[config.mk]
export PLATFORM = sky130hd
export DESIGN_NAME = id_stage_hs_flat
export DESIGN_NICKNAME = d
export VERILOG_FILES = /design/src/rtl/id_stage_hs_if.sv /design/src/rtl/id_stage_hs.sv /design/src/flat_wrapper.sv
export SDC_FILE = /design/constraint.sdc
export NUM_CORES = 2
export LEC_CHECK = 0
export CORE_MARGIN = 3
export CORE_UTILIZATION = 33
export CTS_CLUSTER_DIAMETER = 50
export DETAILED_ROUTE_END_ITERATION = 16
export PLACE_DENSITY = 0.47
export SLEW_MARGIN = 20
export SYNTH_ARGS = -nofsm -noshare
export SYNTH_HDL_FRONTEND = slang
export SYNTH_SLANG_ARGS = --single-unit
[constraint.sdc]
create_clock -name clk -period 110.4 [get_ports clk]
set_clock_uncertainty 0.15 [all_clocks]
set_input_delay 22.08 -clock clk [delete_from_list [all_inputs] [get_ports clk]]
set_output_delay 22.08 -clock clk [all_outputs]
set_load 0.02 [all_outputs]
[src/rtl/id_stage_hs_if.sv]
// Decode-stage bus: IF-side handshake, write-back port, EX hazard info
// and the registered decode outputs toward EX.
interface id_stage_hs_if #(
    parameter int unsigned XLEN = 64,
    parameter int unsigned NREG = 32
);
    localparam int unsigned RW = $clog2(NREG);

    // pipeline control
    logic            flush;

    // upstream (IF) handshake
    logic            in_valid;
    logic            in_ready;
    logic [31:0]     in_inst;
    logic [XLEN-1:0] in_pc;

    // write-back port
    logic            wb_en;
    logic [RW-1:0]   wb_rd;
    logic [XLEN-1:0] wb_data;

    // EX-stage load information for hazard detection
    logic            ex_is_load;
    logic [RW-1:0]   ex_rd;

    // downstream (EX) handshake and decoded fields
    logic            out_valid;
    logic            out_ready;
    logic [XLEN-1:0] out_pc;
    logic [6:0]      out_opcode;
    logic [RW-1:0]   out_rd;
    logic [RW-1:0]   out_rs1;
    logic [RW-1:0]   out_rs2;
    logic [2:0]      out_func3;
    logic [6:0]      out_func7;
    logic [XLEN-1:0] out_rs1_data;
    logic [XLEN-1:0] out_rs2_data;
    logic [XLEN-1:0] out_imm;

    // driver side: IF, WB and EX stages around the decode stage
    modport master (
        output flush,
        output in_valid, in_inst, in_pc,
        input  in_ready,
        output wb_en, wb_rd, wb_data,
        output ex_is_load, ex_rd,
        output out_ready,
        input  out_valid, out_pc, out_opcode, out_rd, out_rs1, out_rs2,
        input  out_func3, out_func7, out_rs1_data, out_rs2_data, out_imm
    );

    // the decode stage itself
    modport slave (
        input  flush,
        input  in_valid, in_inst, in_pc,
        output in_ready,
        input  wb_en, wb_rd, wb_data,
        input  ex_is_load, ex_rd,
        input  out_ready,
        output out_valid, out_pc, out_opcode, out_rd, out_rs1, out_rs2,
        output out_func3, out_func7, out_rs1_data, out_rs2_data, out_imm
    );
endinterface

[src/rtl/id_stage_hs.sv]
// RV64I instruction-decode stage: field decode, immediate generation,
// register file with write-back bypass, load-use hazard bubbles and a
// valid/ready output register toward EX.
module id_stage_hs #(
    parameter int unsigned XLEN      = 64,
    parameter int unsigned NREG      = 32,
    parameter int unsigned BYPASS_EN = 1
) (
    input logic          clk,
    input logic          rst,
    id_stage_hs_if.slave bus
);
    localparam int unsigned RW = $clog2(NREG);

    typedef enum logic [6:0] {
        OP_LOAD     = 7'b0000011,
        OP_OP_IMM   = 7'b0010011,
        OP_AUIPC    = 7'b0010111,
        OP_OP_IMM32 = 7'b0011011,
        OP_STORE    = 7'b0100011,
        OP_OP       = 7'b0110011,
        OP_LUI      = 7'b0110111,
        OP_OP32     = 7'b0111011,
        OP_BRANCH   = 7'b1100011,
        OP_JALR     = 7'b1100111,
        OP_JAL      = 7'b1101111
    } opcode_e;

    logic [XLEN-1:0] rf [NREG];

    logic [31:0]     inst;
    opcode_e         op;
    logic [RW-1:0]   dec_rd;
    logic [RW-1:0]   dec_rs1;
    logic [RW-1:0]   dec_rs2;
    logic [31:0]     imm32;
    logic [XLEN-1:0] imm_full;
    logic            rs1_used;
    logic            rs2_used;
    logic [XLEN-1:0] rs1_val;
    logic [XLEN-1:0] rs2_val;
    logic            hazard;
    logic            advance;

    logic            out_valid_q;
    logic [XLEN-1:0] out_pc_q;
    logic [6:0]      out_opcode_q;
    logic [RW-1:0]   out_rd_q;
    logic [RW-1:0]   out_rs1_q;
    logic [RW-1:0]   out_rs2_q;
    logic [2:0]      out_func3_q;
    logic [6:0]      out_func7_q;
    logic [XLEN-1:0] out_rs1_data_q;
    logic [XLEN-1:0] out_rs2_data_q;
    logic [XLEN-1:0] out_imm_q;

    assign inst    = bus.in_inst;
    assign op      = opcode_e'(inst[6:0]);
    assign dec_rd  = inst[7 +: RW];
    assign dec_rs1 = inst[15 +: RW];
    assign dec_rs2 = inst[20 +: RW];

    // Immediate format and operand usage selected by opcode
    always_comb begin
        imm32    = '0;
        rs1_used = 1'b1;
        rs2_used = 1'b0;
        case (op)
            OP_OP_IMM, OP_LOAD, OP_JALR, OP_OP_IMM32: begin
                imm32 = {{20{inst[31]}}, inst[31:20]};
            end
            OP_STORE: begin
                imm32    = {{20{inst[31]}}, inst[31:25], inst[11:7]};
                rs2_used = 1'b1;
            end
            OP_BRANCH: begin
                imm32    = {{19{inst[31]}}, inst[31], inst[7], inst[30:25], inst[11:8], 1'b0};
                rs2_used = 1'b1;
            end
            OP_LUI, OP_AUIPC: begin
                imm32    = {inst[31:12], 12'b0};
                rs1_used = 1'b0;
            end
            OP_JAL: begin
                imm32    = {{11{inst[31]}}, inst[31], inst[19:12], inst[20], inst[30:21], 1'b0};
                rs1_used = 1'b0;
            end
            OP_OP, OP_OP32: begin
                rs2_used = 1'b1;
            end
            default: begin
            end
        endcase
    end

    // All formats fit in 32 bits; widening sign-extends from inst[31]
    assign imm_full = XLEN'($signed(imm32));

    // Register read ports: x0 is hard zero, optional same-cycle WB forwarding
    always_comb begin
        rs1_val = rf[dec_rs1];
        rs2_val = rf[dec_rs2];
        if (BYPASS_EN != 0 && bus.wb_en && bus.wb_rd == dec_rs1) begin
            rs1_val = bus.wb_data;
        end
        if (BYPASS_EN != 0 && bus.wb_en && bus.wb_rd == dec_rs2) begin
            rs2_val = bus.wb_data;
        end
        if (dec_rs1 == '0) begin
            rs1_val = '0;
        end
        if (dec_rs2 == '0) begin
            rs2_val = '0;
        end
    end

    // Load-use hazard against the instruction currently in EX
    always_comb begin
        hazard = 1'b0;
        if (bus.in_valid && bus.ex_is_load && bus.ex_rd != '0) begin
            hazard = (rs1_used && bus.ex_rd == dec_rs1) ||
                     (rs2_used && bus.ex_rd == dec_rs2);
        end
    end

    assign advance      = !out_valid_q || bus.out_ready;
    assign bus.in_ready = advance && !hazard && !bus.flush;

    // Register file write; writes to x0 are discarded
    always_ff @(posedge clk or posedge rst) begin
        if (rst) begin
            for (int unsigned i = 0; i < NREG; i++) begin
                rf[i] <= '0;
            end
        end else if (bus.wb_en && bus.wb_rd != '0) begin
            rf[bus.wb_rd] <= bus.wb_data;
        end
    end

    // Output register: flush, capture, bubble, or hold with operand refresh
    always_ff @(posedge clk or posedge rst) begin
        if (rst) begin
            out_valid_q    <= 1'b0;
            out_pc_q       <= '0;
            out_opcode_q   <= '0;
            out_rd_q       <= '0;
            out_rs1_q      <= '0;
            out_rs2_q      <= '0;
            out_func3_q    <= '0;
            out_func7_q    <= '0;
            out_rs1_data_q <= '0;
            out_rs2_data_q <= '0;
            out_imm_q      <= '0;
        end else if (bus.flush) begin
            out_valid_q <= 1'b0;
        end else if (advance) begin
            if (bus.in_valid && !hazard) begin
                out_valid_q    <= 1'b1;
                out_pc_q       <= bus.in_pc;
                out_opcode_q   <= inst[6:0];
                out_rd_q       <= dec_rd;
                out_rs1_q      <= dec_rs1;
                out_rs2_q      <= dec_rs2;
                out_func3_q    <= inst[14:12];
                out_func7_q    <= inst[31:25];
                out_rs1_data_q <= rs1_val;
                out_rs2_data_q <= rs2_val;
                out_imm_q      <= imm_full;
            end else begin
                out_valid_q <= 1'b0;
            end
        end else begin
            // A stalled instruction keeps tracking write-backs so EX never
            // receives an operand older than the register file.
            if (bus.wb_en && bus.wb_rd != '0 && bus.wb_rd == out_rs1_q) begin
                out_rs1_data_q <= bus.wb_data;
            end
            if (bus.wb_en && bus.wb_rd != '0 && bus.wb_rd == out_rs2_q) begin
                out_rs2_data_q <= bus.wb_data;
            end
        end
    end

    assign bus.out_valid    = out_valid_q;
    assign bus.out_pc       = out_pc_q;
    assign bus.out_opcode   = out_opcode_q;
    assign bus.out_rd       = out_rd_q;
    assign bus.out_rs1      = out_rs1_q;
    assign bus.out_rs2      = out_rs2_q;
    assign bus.out_func3    = out_func3_q;
    assign bus.out_func7    = out_func7_q;
    assign bus.out_rs1_data = out_rs1_data_q;
    assign bus.out_rs2_data = out_rs2_data_q;
    assign bus.out_imm      = out_imm_q;
endmodule

[src/flat_wrapper.sv]
// flat-port wrapper written by rule: the top's interface ports become plain ports
module id_stage_hs_flat 
#(
    parameter int unsigned XLEN      = 64,
    parameter int unsigned NREG      = 32,
    parameter int unsigned BYPASS_EN = 1
)
  (clk, rst, bus_flush, bus_in_valid, bus_in_inst, bus_in_pc, bus_in_ready, bus_wb_en, bus_wb_rd, bus_wb_data, bus_ex_is_load, bus_ex_rd, bus_out_ready, bus_out_valid, bus_out_pc, bus_out_opcode, bus_out_rd, bus_out_rs1, bus_out_rs2, bus_out_func3, bus_out_func7, bus_out_rs1_data, bus_out_rs2_data, bus_out_imm);
  id_stage_hs_if #(.XLEN(XLEN), .NREG(NREG)) bus_i ();
  input logic clk;
  input logic rst;
  input wire logic [$bits(bus_i.flush)-1:0] bus_flush;
  input wire logic [$bits(bus_i.in_valid)-1:0] bus_in_valid;
  input wire logic [$bits(bus_i.in_inst)-1:0] bus_in_inst;
  input wire logic [$bits(bus_i.in_pc)-1:0] bus_in_pc;
  output wire logic [$bits(bus_i.in_ready)-1:0] bus_in_ready;
  input wire logic [$bits(bus_i.wb_en)-1:0] bus_wb_en;
  input wire logic [$bits(bus_i.wb_rd)-1:0] bus_wb_rd;
  input wire logic [$bits(bus_i.wb_data)-1:0] bus_wb_data;
  input wire logic [$bits(bus_i.ex_is_load)-1:0] bus_ex_is_load;
  input wire logic [$bits(bus_i.ex_rd)-1:0] bus_ex_rd;
  input wire logic [$bits(bus_i.out_ready)-1:0] bus_out_ready;
  output wire logic [$bits(bus_i.out_valid)-1:0] bus_out_valid;
  output wire logic [$bits(bus_i.out_pc)-1:0] bus_out_pc;
  output wire logic [$bits(bus_i.out_opcode)-1:0] bus_out_opcode;
  output wire logic [$bits(bus_i.out_rd)-1:0] bus_out_rd;
  output wire logic [$bits(bus_i.out_rs1)-1:0] bus_out_rs1;
  output wire logic [$bits(bus_i.out_rs2)-1:0] bus_out_rs2;
  output wire logic [$bits(bus_i.out_func3)-1:0] bus_out_func3;
  output wire logic [$bits(bus_i.out_func7)-1:0] bus_out_func7;
  output wire logic [$bits(bus_i.out_rs1_data)-1:0] bus_out_rs1_data;
  output wire logic [$bits(bus_i.out_rs2_data)-1:0] bus_out_rs2_data;
  output wire logic [$bits(bus_i.out_imm)-1:0] bus_out_imm;
  assign bus_i.flush = bus_flush;
  assign bus_i.in_valid = bus_in_valid;
  assign bus_i.in_inst = bus_in_inst;
  assign bus_i.in_pc = bus_in_pc;
  assign bus_in_ready = bus_i.in_ready;
  assign bus_i.wb_en = bus_wb_en;
  assign bus_i.wb_rd = bus_wb_rd;
  assign bus_i.wb_data = bus_wb_data;
  assign bus_i.ex_is_load = bus_ex_is_load;
  assign bus_i.ex_rd = bus_ex_rd;
  assign bus_i.out_ready = bus_out_ready;
  assign bus_out_valid = bus_i.out_valid;
  assign bus_out_pc = bus_i.out_pc;
  assign bus_out_opcode = bus_i.out_opcode;
  assign bus_out_rd = bus_i.out_rd;
  assign bus_out_rs1 = bus_i.out_rs1;
  assign bus_out_rs2 = bus_i.out_rs2;
  assign bus_out_func3 = bus_i.out_func3;
  assign bus_out_func7 = bus_i.out_func7;
  assign bus_out_rs1_data = bus_i.out_rs1_data;
  assign bus_out_rs2_data = bus_i.out_rs2_data;
  assign bus_out_imm = bus_i.out_imm;
  id_stage_hs #(.XLEN(XLEN), .NREG(NREG), .BYPASS_EN(BYPASS_EN)) u_core (.clk(clk), .rst(rst), .bus(bus_i));
endmodule
---- After elaboration in Yosys (flattened, before gate mapping) ----
Cells that the tools add are included.
cells by class
  reductions and logical operators ........ 32
  order comparisons ....................... 4
  equality and inequality tests ........... 18
  bitwise operators ....................... 4
  muxes and demuxes ....................... 26
operator list
  kind                count
  $bwmux 2048         1
  $mux 64             15
  $bmux 64 s5         2
  $demux 64 s5        1
  $pmux 32 s5         1
  $eq 5x5->1          6
  $eq 7x6->1 const B  4
  $eq 7x5->1 const B  3
  $eq 7x7->1 const B  3
  $ge 6x6->1 const B  3
  $not 5->6           3
  $logic_and 1x1->1   13
  $logic_not 5->1     2
  $reduce_bool 5->1   2
  $reduce_and 3->1    3
  $reduce_or 4->1     2
  $eq 7x2->1 const B  1
  $lt 6x1->1 const B  1
  $mux 1              6
  $reduce_bool 2->1   3
  $logic_not 1->1     3
  $reduce_or 3->1     1
  $logic_or 1x1->1    2
  $ne 2x2->1 const B  1
  2 further kinds     2
storage, ports and cells
  register bits after elaboration ......... 2305
  word-level logic and storage cells ...... 127

---- Logic depth before layout (Yosys ltp) ----
  depth after elaboration ................. 11
  mapped depth ............................ 12
  mapped depth without buffers ............ 6

---- Worst setup path before layout ----
OpenSTA, ideal clock, no wires.
  path type ............................... input-to-output
  start ................................... input port bus_in_inst[4]
  end ..................................... output port bus_in_ready
  stages on the path ...................... 5
  data arrival time ....................... 23.689 ns
  setup slack ............................. 64.481 ns
  data required time ...................... 88.170 ns
  cell sequence ........................... buf_2 or3b_1 a21oi_4 nor4_2 nor4_1
on the way
  longest elaborated chain between the ends .. 9
  elaborated cells on any way between the ends .. 18
  classes of those cells .................. eq/ne: 7; mux: 3; reduce/logical: 8
RTL lines
  element                                                                     line                                    source
  start, declared                                                             flat_wrapper.sv:14                      input wire logic [$bits(bus_i.in_inst)-1:0] bus_in_inst;
  $eq 7x6->1 (tied with other cells)                                          id_stage_hs.sv:68                       case (op)
  $reduce_or 4->1 (no source line) / $reduce_or 3->1 (equally long branches)  --
  $mux 1                                                                      id_stage_hs.sv:68
  $logic_and 1x1->1, on equally long branches                                 id_stage_hs.sv:122, id_stage_hs.sv:121
  $logic_or 1x1->1 *                                                          id_stage_hs.sv:121                      hazard = (rs1_used && bus.ex_rd == dec_rs1) ||
  $mux 1 *                                                                    id_stage_hs.sv:120                      if (bus.in_valid && bus.ex_is_load && bus.ex_rd != '0) begin
  $logic_not 1->1 *                                                           id_stage_hs.sv:127                      assign bus.in_ready = advance && !hazard && !bus.flush;
  $logic_and 1x1->1 * (2 in series)                                           id_stage_hs.sv:127
  end, declared                                                               flat_wrapper.sv:16                      output wire logic [$bits(bus_i.in_ready)-1:0] bus_in_ready;
Mark *: on every way between the ends. The rest lies on a longest branch, timed or not.

---- Worst setup path in the final report ----
Ends and elaborated chain as after synthesis.

==> reports/qor.yml <==
clkSinkCount: 2305
p_leak_nw: 61.5
place_congestion: 0.813
postSynthAreaPerCell_um2: 14.1
synth_nets: 8777
crit_type: "in -> out"
ys_seq_area_share_pct: 47.5
final_util_pct: 39.2
cp_max_fo: 10
critPathCaptureType: "primary output"
ir_drop_mv: 0.0119
finalSetupTns_ps: 0
synth_cells: 8600
grt_overflow: 0
drtAntennaViolNets: 0
hold_path_class: "reg -> reg"
antenna_found_initial: 25
die_w_um: 613
p_comb_share_pct: 18.8
h-tree-depth: 5
start_util_pct: 33.2
grt_pass1_wl_mm: 676
yosys.area.top_type: "dfrtp_1"
power.density_nw_per_um2: 20.3
p_sw_mw: 0.824
slew_headroom_pct: 14.5
drv_slew: 0
hold_ws_ps: 242
drc: 0
synthTopCellsByCount: "dfrtp_1 (2305), mux2_2 (2137), mux2i_1 (830)"
synthTopCellsByArea: "dfrtp_1 (48%), mux2_2 (20%), mux4_2 (14%)"
synth_top_area_share_pct: 47.5
grt_usage_pct: 25.0
p_int_mw: 2.09
root_buffer: "clkbuf_16"
areaGrowthSynthToFinish_pct: 18.1
drive_above_1_share_pct: 43.1
synthMostInstantiatedCell: "dfrtp_1"
numCtsBuffers: 362
synth_edf_count: 0
final_hold_viol_count: 0
nets: 8884
cts_buffer_depth: 4
clock_power_share_pct: 42.6
fin_crit_sh_pct: 42.5
fin_crit_ps: 46950
first_iter_violations: 6882
status: "complete, no violations"
die_y_um: 613
grt_pass1_vias: 85500
vias: 82400
placeableCoreArea_um2: 366000
critPathLaunchType: "primary input"
synth_top_flop_cell: "dfrtp_1"
grt_max_degree: 166
clk_pin_slew_ps: 50
dpl.hpwl_mm: 272
io_pins: 467
port_buffers: 466
synth_cell_type_count: 72
hold_buffers: 0
via_per_inst: 5.96
clk_latency_ps: 960
sw_frac_of_total_pct: 28.3
syn_area_um2: 121000
finalSetupViolCount: 0
critPathArrivalTime_ps: 24720
crit_required_ps: 88170
dr.pass1.iters: 6
ys_ff_latch: 2305
fmax_mhz: 21.3
wirelength_mm: 479
rsz0062_at_grt: "false"
std_cell_rows: 222
p_seq_share_pct: 38.6
postCtsSetupBuffers: 0
wire_per_inst_um: 34.7
postCtsResizedCells: 0
ys_warn_count: 0
async_flop_share_pct: 100
tightestPinTransition_ps: 1270
fp.dieArea_um2: 375000
cts_tree: "done"
cap_violations: 0
==> metal layers <==
| metal | track usage [%] | wire [um] |
|---|---|---|
| met1 | 34.2 | 209000 |
| met2 | 40.4 | 227000 |
| met3 | 4.07 | 27000 |
| met4 | 7.98 | 17100 |
| met5 | 0 | 29 |
==> power groups by stage <==
stage,clock (mW),combinational [mW],sequential (mW)
after CTS,1.26,0.553,1.12
final,1.24,0.549,1.13
after detailed placement,0,0.551,1.13
after floorplan,0,0.375,1.12
after global placement,0,0.542,1.12
after global routing,1.30,0.587,1.14
==> cells by family after synthesis <==
family | Yosys count | synth area share (%)
AO/OA/AOI/OAI | 940 | 5.75
XOR/XNOR | 30 | 0.216
AND/OR/NAND/NOR | 607 | 2.35
multiplexers | 3700 | 40.3
buffers and inverters | 1018 | 3.93
flip-flops | 2305 | 47.5
==> layout by cell type (no fill, tap or decap), types with 18 or more instances in the layout <==
master	synthesis	routed
mux4_2	733	733
clkbuf_1	564	37
nand3_1	57	57
clkinvlp_4	0	43
a21oi_1	66	65
clkbuf_8	0	44
a221oi_1	38	38
buf_12	0	18
mux2_2	2137	2137
nor3_1	119	118
clkdlybuf4s50_1	0	448
clkbuf_16	0	368
o2111ai_1	76	76
bufinv_16	0	60
o211ai_1	189	189
buf_4	114	264
or3_1	37	36
clkinv_4	0	28
a22oi_1	247	247
a311o_1	26	26
a311oi_1	32	32
xnor2_1	26	26
a211oi_1	31	31
a31oi_1	113	113
clkinv_2	0	48
mux2i_1	830	830
o21ai_0	48	46
inv_6	0	26
dfrtp_1	2305	2305
nand2_1	139	122
nor2_1	176	159
==> worst max-delay path, stage by stage <==
cell and delay, ps:
clkdlybuf4s50_1 660, or3b_1 480, a21oi_4 290, nor4_2 130, nor4_1 370, clkdlybuf4s50_1 690
==> layout make-up <==
class | instances | area [um^2]
fill | 34000 | 223000
multi-input combinational | 5277 | 59400
sequential | 2305 | 57700
clock buffer | 449 | 9950
timing repair buffer | 751 | 7060
tap | 4816 | 6030
clock inverter | 220 | 3180
inverter | 10 | 45.0
antenna | 5 | 12.5
==> path summary, 6_finish.rpt <==
path / slack [ps] / depth (start not counted) / startpoint / endpoint
min: 240 / 0 / u_core.rf[2016] / u_core.rf[2016]
max: 63450 / 6 / bus_in_inst[4] / bus_in_ready
max reg2reg: 105120 / 7 / u_core.bus.out_valid / u_core.bus.out_rs2_data[12]
max in group asynchronous: 83900 / 7 / rst / u_core.rf[621]
min in group asynchronous: 21520 / 2 / rst / u_core.rf[656]
min reg2reg: 240 / 0 / u_core.rf[2016] / u_core.rf[2016]
==> registers in the layout, summed over array words and instances, names as in the netlist, 7 cells and up <==
| register | cells |
|---|---|
| u_core.bus.out_rs1_data | 64 |
| u_core.bus.out_imm | 32 |
| u_core.bus.out_rs2_data | 64 |
| u_core.rf | 2048 |
| u_core.bus.out_func7 | 7 |
| u_core.bus.out_opcode | 7 |
| u_core.bus.out_pc | 64 |
==> metrics by stage <==
| step | setup WS, ps | instances | area (um^2) | power [mW] |
|---|---|---|---|---|
| 3_3_place_gp | 63390 | 13200 | 130000 | 1.66 |
| 5_1_grt | 63380 | 13800 | 143000 | 3.04 |
| 2_1_floorplan | 23030 | 8600 | 121000 | 1.50 |
| 3_5_place_dp | 63510 | 13200 | 130000 | 1.69 |
| 4_1_cts | 63490 | 13800 | 143000 | 2.94 |
| 6_report | 63450 | 13800 | 143000 | 2.92 |
No activity file was read; power rests on OpenSTA's default activity.
